## src/rtl/ram_clr_sp.sv

```systemverilog
// ram_clr_sp: single-port synchronous RAM with a registered read port and a
// one-word-per-cycle clear engine that rejects accesses while it runs.
module ram_clr_sp #(
  parameter int unsigned       DATA_W     = 8,
  parameter int unsigned       ADDR_W     = 8,
  parameter logic [DATA_W-1:0] CLR_VAL    = '0,
  parameter int unsigned       RD_MODE    = 0,
  parameter int unsigned       CLR_ON_RST = 1
) (
  input  logic              clock,
  input  logic              reset,
  input  logic              clr_start,
  input  logic              rd_ram,
  input  logic              wr_ram,
  input  logic [ADDR_W-1:0] ram_addr,
  input  logic [DATA_W-1:0] data_in_ram,
  output logic [DATA_W-1:0] data_out_ram,
  output logic              rd_valid,
  output logic              busy,
  output logic              rej
);

  localparam int unsigned DEPTH = 2 ** ADDR_W;

  typedef enum logic {
    IDLE  = 1'b0,
    CLEAR = 1'b1
  } state_t;

  localparam state_t RST_STATE = (CLR_ON_RST != 0) ? CLEAR : IDLE;

  logic [DATA_W-1:0] mem [DEPTH];

  state_t            state_q, state_d;
  logic [ADDR_W-1:0] cnt_q, cnt_d;
  logic [DATA_W-1:0] dout_q, dout_d;
  logic              rd_valid_q, rd_valid_d;
  logic              rej_q, rej_d;

  logic              mem_we;
  logic [ADDR_W-1:0] mem_waddr;
  logic [DATA_W-1:0] mem_wdata;

  always_comb begin
    state_d    = state_q;
    cnt_d      = cnt_q;
    dout_d     = dout_q;
    rd_valid_d = 1'b0;
    rej_d      = 1'b0;
    mem_we     = 1'b0;
    mem_waddr  = ram_addr;
    mem_wdata  = data_in_ram;

    case (state_q)
      IDLE: begin
        mem_we = wr_ram;
        if (rd_ram) begin
          rd_valid_d = 1'b1;
          // Write-first mode forwards the incoming word on a same-cycle rd+wr.
          if (wr_ram && (RD_MODE != 0)) begin
            dout_d = data_in_ram;
          end else begin
            dout_d = mem[ram_addr];
          end
        end
        if (clr_start) begin
          state_d = CLEAR;
        end
      end
      CLEAR: begin
        mem_we    = 1'b1;
        mem_waddr = cnt_q;
        mem_wdata = CLR_VAL;
        cnt_d     = cnt_q + 1'b1;
        rej_d     = rd_ram | wr_ram;
        if (cnt_q == '1) begin
          state_d = IDLE;
        end
      end
      default: begin
        state_d = RST_STATE;
      end
    endcase
  end

  // The array has no reset so it stays mappable to block RAM.
  always_ff @(posedge clock) begin
    if (mem_we) begin
      mem[mem_waddr] <= mem_wdata;
    end
  end

  always_ff @(posedge clock or negedge reset) begin
    if (!reset) begin
      state_q    <= RST_STATE;
      cnt_q      <= '0;
      dout_q     <= '0;
      rd_valid_q <= 1'b0;
      rej_q      <= 1'b0;
    end else begin
      state_q    <= state_d;
      cnt_q      <= cnt_d;
      dout_q     <= dout_d;
      rd_valid_q <= rd_valid_d;
      rej_q      <= rej_d;
    end
  end

  assign data_out_ram = dout_q;
  assign rd_valid     = rd_valid_q;
  assign rej          = rej_q;
  assign busy         = (state_q == CLEAR);

endmodule

```

## config.mk

```make
export PLATFORM = sky130hd
export DESIGN_NAME = ram_clr_sp
export DESIGN_NICKNAME = d
export VERILOG_FILES = /design/src/rtl/ram_clr_sp.sv
export SDC_FILE = /design/constraint.sdc
export NUM_CORES = 2
export LEC_CHECK = 0
export CORE_MARGIN = 5
export CORE_UTILIZATION = 44
export CTS_BUF_LIST = sky130_fd_sc_hd__clkbuf_4 sky130_fd_sc_hd__clkbuf_8
export DETAILED_ROUTE_END_ITERATION = 7
export HOLD_SLACK_MARGIN = 0.1
export PLACE_DENSITY = 0.68
export SLEW_MARGIN = 10
export SYNTH_ARGS = -nofsm -noshare
export SYNTH_HDL_FRONTEND = slang
export SYNTH_SLANG_ARGS = --single-unit
```

## constraint.sdc

```tcl
create_clock -name clock -period 14 [get_ports clock]
set_input_delay 2.1 -clock clock [delete_from_list [all_inputs] [get_ports clock]]
set_output_delay 2.1 -clock clock [all_outputs]
set_load 0.005 [all_outputs]
```

# == After elaboration in Yosys (flattened, before gate mapping) ==
# Memories as Yosys holds them, arrays and structs flattened. A register that Yosys moved wholly into a read port is not among the register bits.
# Index checks and enable logic that the tools add are counted.
# totals
mem_bits_rw,2048
n_memories,1
register_bits,11
input_bits,21
# mem_list
memory,depth,word_bits,rd,rd_ports_with_merged_regs,wr,line,text
mem,256,8,1,1,1,32,logic [DATA_W-1:0] mem [DEPTH];
# classes
add_sub_neg,1
reduce_logical,2
bitwise_logic,2
mux,11
n_eq_ne,1
# op_table
operator,n
2-to-1 mux 8 bit,2
"adder 8 x 1 -> 8 bit, second input constant",1
"== test 8 bit, second input constant",1
2-to-1 mux 1 bit,7
case mux 1 bit (2 select lines),2
AND reduction 2 bit,1
zero test 1 bit,1
inverter 1 bit,1
OR 1 bit,1

# == Longest topological paths before layout ==
# depth
depth_word,4
depth_mapped,12
depth_no_buf,7

# == Worst setup path before layout ==
# No wires, ideal clock.
# synth_path
path_kind,input-to-reg
start,input data_in_ram[0]
end,"memory mem[0][0], data pin"
path_stages,1
setup_slack_ns,4.309
arrival_ns,8.245
path_cell_list,nor2b_1
# synth_via
elab_chain_cells,1
# synth_rtl
element,line,text
"start, declared",16,"input logic [DATA_W-1:0] data_in_ram,"
2-to-1 mux 8 bit,54,case (state_q)
"end, declared",32,
# No other way between the ends.

==> run_results.csv <==
group,metric,value,unit
clock_tree,cts.clk_slew.worst_paths,0.06,ns
die,die_y,440,microns
clock_tree,clk_path_buf_depth,4,
setup_path,end_kind,"register",
synth,synth-seq-area-share,76.3,%
synth,syn_inst,4108,
clock_tree,cts_hold_buffers,0,
layout,drive_gt1_share,20.3,%
route,routedWlPerCell,29.1,microns
synth,synth_top_family_by_area,"multiplexers",
placed_design,port_buffers,31,
sta,worstMarginPinSlew,1.28,ns
synth,synthAdderAreaFrac,0.0154,%
clock_tree,cts_resized,0,
min_path,hold_start,"cnt_q[7]",
synth,synth_xor_area_share,0.0755,%
die,num_io_pins,32,
setup_path,cp.required,14.97,ns
sta,fin_crit,5.84,ns
grt,grt_max_degree,214,
grt,overflow,0,
setup_path,max_stage_delay,0.83,ns
clock_tree,htree_levels,5,
clock_tree,cts_tree,"built",
synth,synth_compound_area_share,4.38,%
placed_design,routabilityCongestion,0.904,
grt,grt_pass1_vias,41900,
synth,synth.area.top_cells,"edfxtp_1, mux4_2, mux2i_1, nor2_1, mux4_1",
route,via_per_inst,5.97,
synth,synth_edf_count,2048,
grt,grt_pass1_wl,295000,microns
synth,ys_async_sr_fraction,0.919,%
layout,nNetsFinal,4313,
die,fp-row-count,157,
run_status,violations,"DRC",
layout,area_growth,10.7,%
sta,fin_ws,8.16,ns
setup_path,r2r_slack,9.78,ns
setup_path,rr_endpoint,"mem[32][2]",
synth,syn_area_per_cell,19.8,sq um
placed_design,post_dp_cell_area,83700,sq um
synth,ys_seq_elements,2067,
sta,fmax,171,MHz
route,drtIter0Drc,4855,
route,ant_nets,0,
synth,synthMuxAreaShare,14.3,%
setup_path,critical_path.top_delay_family,"buffers and inverters",
clock_tree,post-cts-setup-buffer-count,0,
setup_path,cp_max_fo,120,
synth,syn_area,81200,sq um
run_status,status,"finished, violations left",
route,drc,2,
setup_path,cp.arrival,6.81,ns
placed_design,dp_slack,7.07,ns
power_and_ir_drop,power_density,142,nW/um^2
min_path,hold_end,"busy",
grt,grt_usage,20.9,%
route,first_pass_iters,8,
sta,hold_violations,0,
placed_design,hpwl,118000,microns
setup_path,critPathBufInv,3,
layout,fin_area,89900,sq um
setup_path,critPathSlowestCell,"nor4_2",
power_and_ir_drop,vdd_drop_max,0.119,mV
clock_tree,cts_sinks,2067,
sta,relSlewSlack,14.7,%
setup_path,critPathKind,"in2reg",
synth,synth_top_cell_by_area,"edfxtp_1",
sta,setup_viol,0,
die,die_area,193000,sq um
die,core,183000,sq um
synth,yosysMostFrequentCell,"edfxtp_1",
die,die_x,440,microns
synth,synth.distinct_cells,77,
clock_tree,cts-buffers-inserted,333,
clock_tree,clock_latency,1.03,ns
job,max_cap_violations,0,
synth,syn_nets,4130,
sta,drv_slew,0,
synth,synth_warnings,0,
layout,nFillCells,14700,
synth,yosys_most_used_dff,"edfxtp_1",
sta,grt_setup_unrepaired,"no",
setup_path,r2r-start,"busy",
clock_tree,ctsRootBufferMaster,"clkbuf_8",
power_and_ir_drop,total_power,12.8,mW
synth,synth-simple-area-share,2.79,%
synth,netlist.area_leader.share,75.7,%
route,wl,203000,microns
min_path,hold_depth,1,
setup_path,cp-start-kind,"input port",
sta,fin_tns_setup,0,ns
power_and_ir_drop,leakagePower,29.2,nW
sta,finalClockSkew,0.0763,ns
synth,synthTopCellsByCount,"edfxtp_1, mux2i_1, nor2_1",
route,dr_total_vias,41700,
die,start_util,44.3,%
setup_path,worst_r2r_path_depth,5,
sta,post-route-period-util,41.7,%
setup_path,crit_path_cell_trace,"buf_8 -> buf_4 -> buf_12 -> mux2i_1 -> a221oi_1 -> o21ai_0 -> a22oi_1 -> nand3_1 -> nor4_2 -> a211o_1",
min_path,timing.hold.worst.class,"reg2reg",
grt,grt_antenna_before_repair,2,
-- cell families (layout without fill, tap and decap cells) --
kind of cell,Yosys count,count (layout)
flops,2067,2067
mux,726,726
simple gates,531,531
compound gates,517,517
buf+inv,259,673
xor+xnor,7,7
fa+ha+maj,1,1
other cells,0,3
-- report_power, final --
| part | internal (mW) | leakage, nW | total, mW | switching, mW |
|---|---|---|---|---|
| registers | 6.84 | 19.2 | 6.90 | 0.0519 |
| clock network | 2.68 | 3.29 | 4.97 | 2.28 |
| logic | 0.250 | 6.66 | 0.908 | 0.658 |
| total | 9.78 | 29.2 | 12.8 | 2.99 |
-- cell usage in the layout, fill, tap and decap left out, types with 5 or more instances in the layout --
| cell type | n |
|---|---|
| nand3_2 | 16 |
| mux2i_1 | 390 |
| buf_4 | 62 |
| dfrtp_1 | 18 |
| a211oi_1 | 58 |
| clkdlybuf4s50_1 | 27 |
| nor4_1 | 10 |
| nor2b_4 | 8 |
| nand3b_1 | 10 |
| a31oi_1 | 7 |
| a211o_1 | 9 |
| mux4_1 | 37 |
| nand2b_1 | 10 |
| clkinv_1 | 78 |
| clkinv_2 | 30 |
| nand2_1 | 116 |
| buf_12 | 9 |
| a2111oi_0 | 17 |
| a21oi_1 | 68 |
| clkbuf_4 | 101 |
| o31ai_1 | 5 |
| o21ai_1 | 5 |
| o21ai_0 | 75 |
| o22ai_1 | 127 |
| nor3_1 | 11 |
| clkbuf_8 | 341 |
| clkinvlp_4 | 6 |
| nand3_1 | 16 |
| a22oi_1 | 26 |
| mux4_2 | 296 |
| a221oi_1 | 33 |
| edfxtp_1 | 2048 |
| nor2_1 | 299 |
| o221ai_1 | 45 |
| bufinv_16 | 9 |
| o21a_1 | 5 |
-- flip-flops by register name, summed over array words and instances, names as in the netlist --
register / cells
rej: 1
rd_valid: 1
mem: 2048
busy: 1
data_out_ram: 8
cnt_q: 8
-- layout make-up --
cell class / count / area, sq um / area share [%]
Sequential cell: 2067 / 62000 / 68.9
Antenna cell: 3 / 7.51 / 0.00835
Multi-Input combinational cell: 1782 / 17700 / 19.6
Timing Repair Buffer: 101 / 957 / 1.06
Clock buffer: 442 / 5450 / 6.06
Tap cell: 2464 / 3080 / 3.43
Inverter: 6 / 27.5 / 0.0306
Clock inverter: 124 / 767 / 0.853
-- how the worst max path moves through the flow --
| stage | from | to | slack (ns) | depth (start not counted) |
|---|---|---|---|---|
| after floorplan | data_in_ram[0] | mem[0][0] | 4.31 | 1 |
| after CTS | ram_addr[0] | data_out_ram[1] | 8.13 | 10 |
| final | ram_addr[1] | data_out_ram[3] | 8.16 | 10 |
| after global placement | ram_addr[0] | data_out_ram[7] | 6.70 | 10 |
| after detailed placement | ram_addr[0] | data_out_ram[1] | 7.07 | 10 |
| after global routing | ram_addr[0] | data_out_ram[2] | 7.79 | 11 |
-- routing by layer --
metal / track usage [%] / part of all wire [%] / vias up
met4: 8.68 / 4.4 / 0
met3: 5.49 / 9.7 / 437
met1: 28.5 / 39 / 21700
li1: - / - / 17300
met5: 0 / 0 / -
met2: 32.2 / 47 / 2245
-- through the flow --
step,hold slack [ns],cells,utilization (%)
2_1_floorplan,0.480,4108,-
3_3_place_gp,0.525,6418,45.7
3_5_place_dp,0.531,6419,45.7
4_1_cts,0.541,6985,49.1
5_1_grt,0.575,6987,49.1
6_report,0.533,6989,49.1
(Power assumes the default switching activity.)
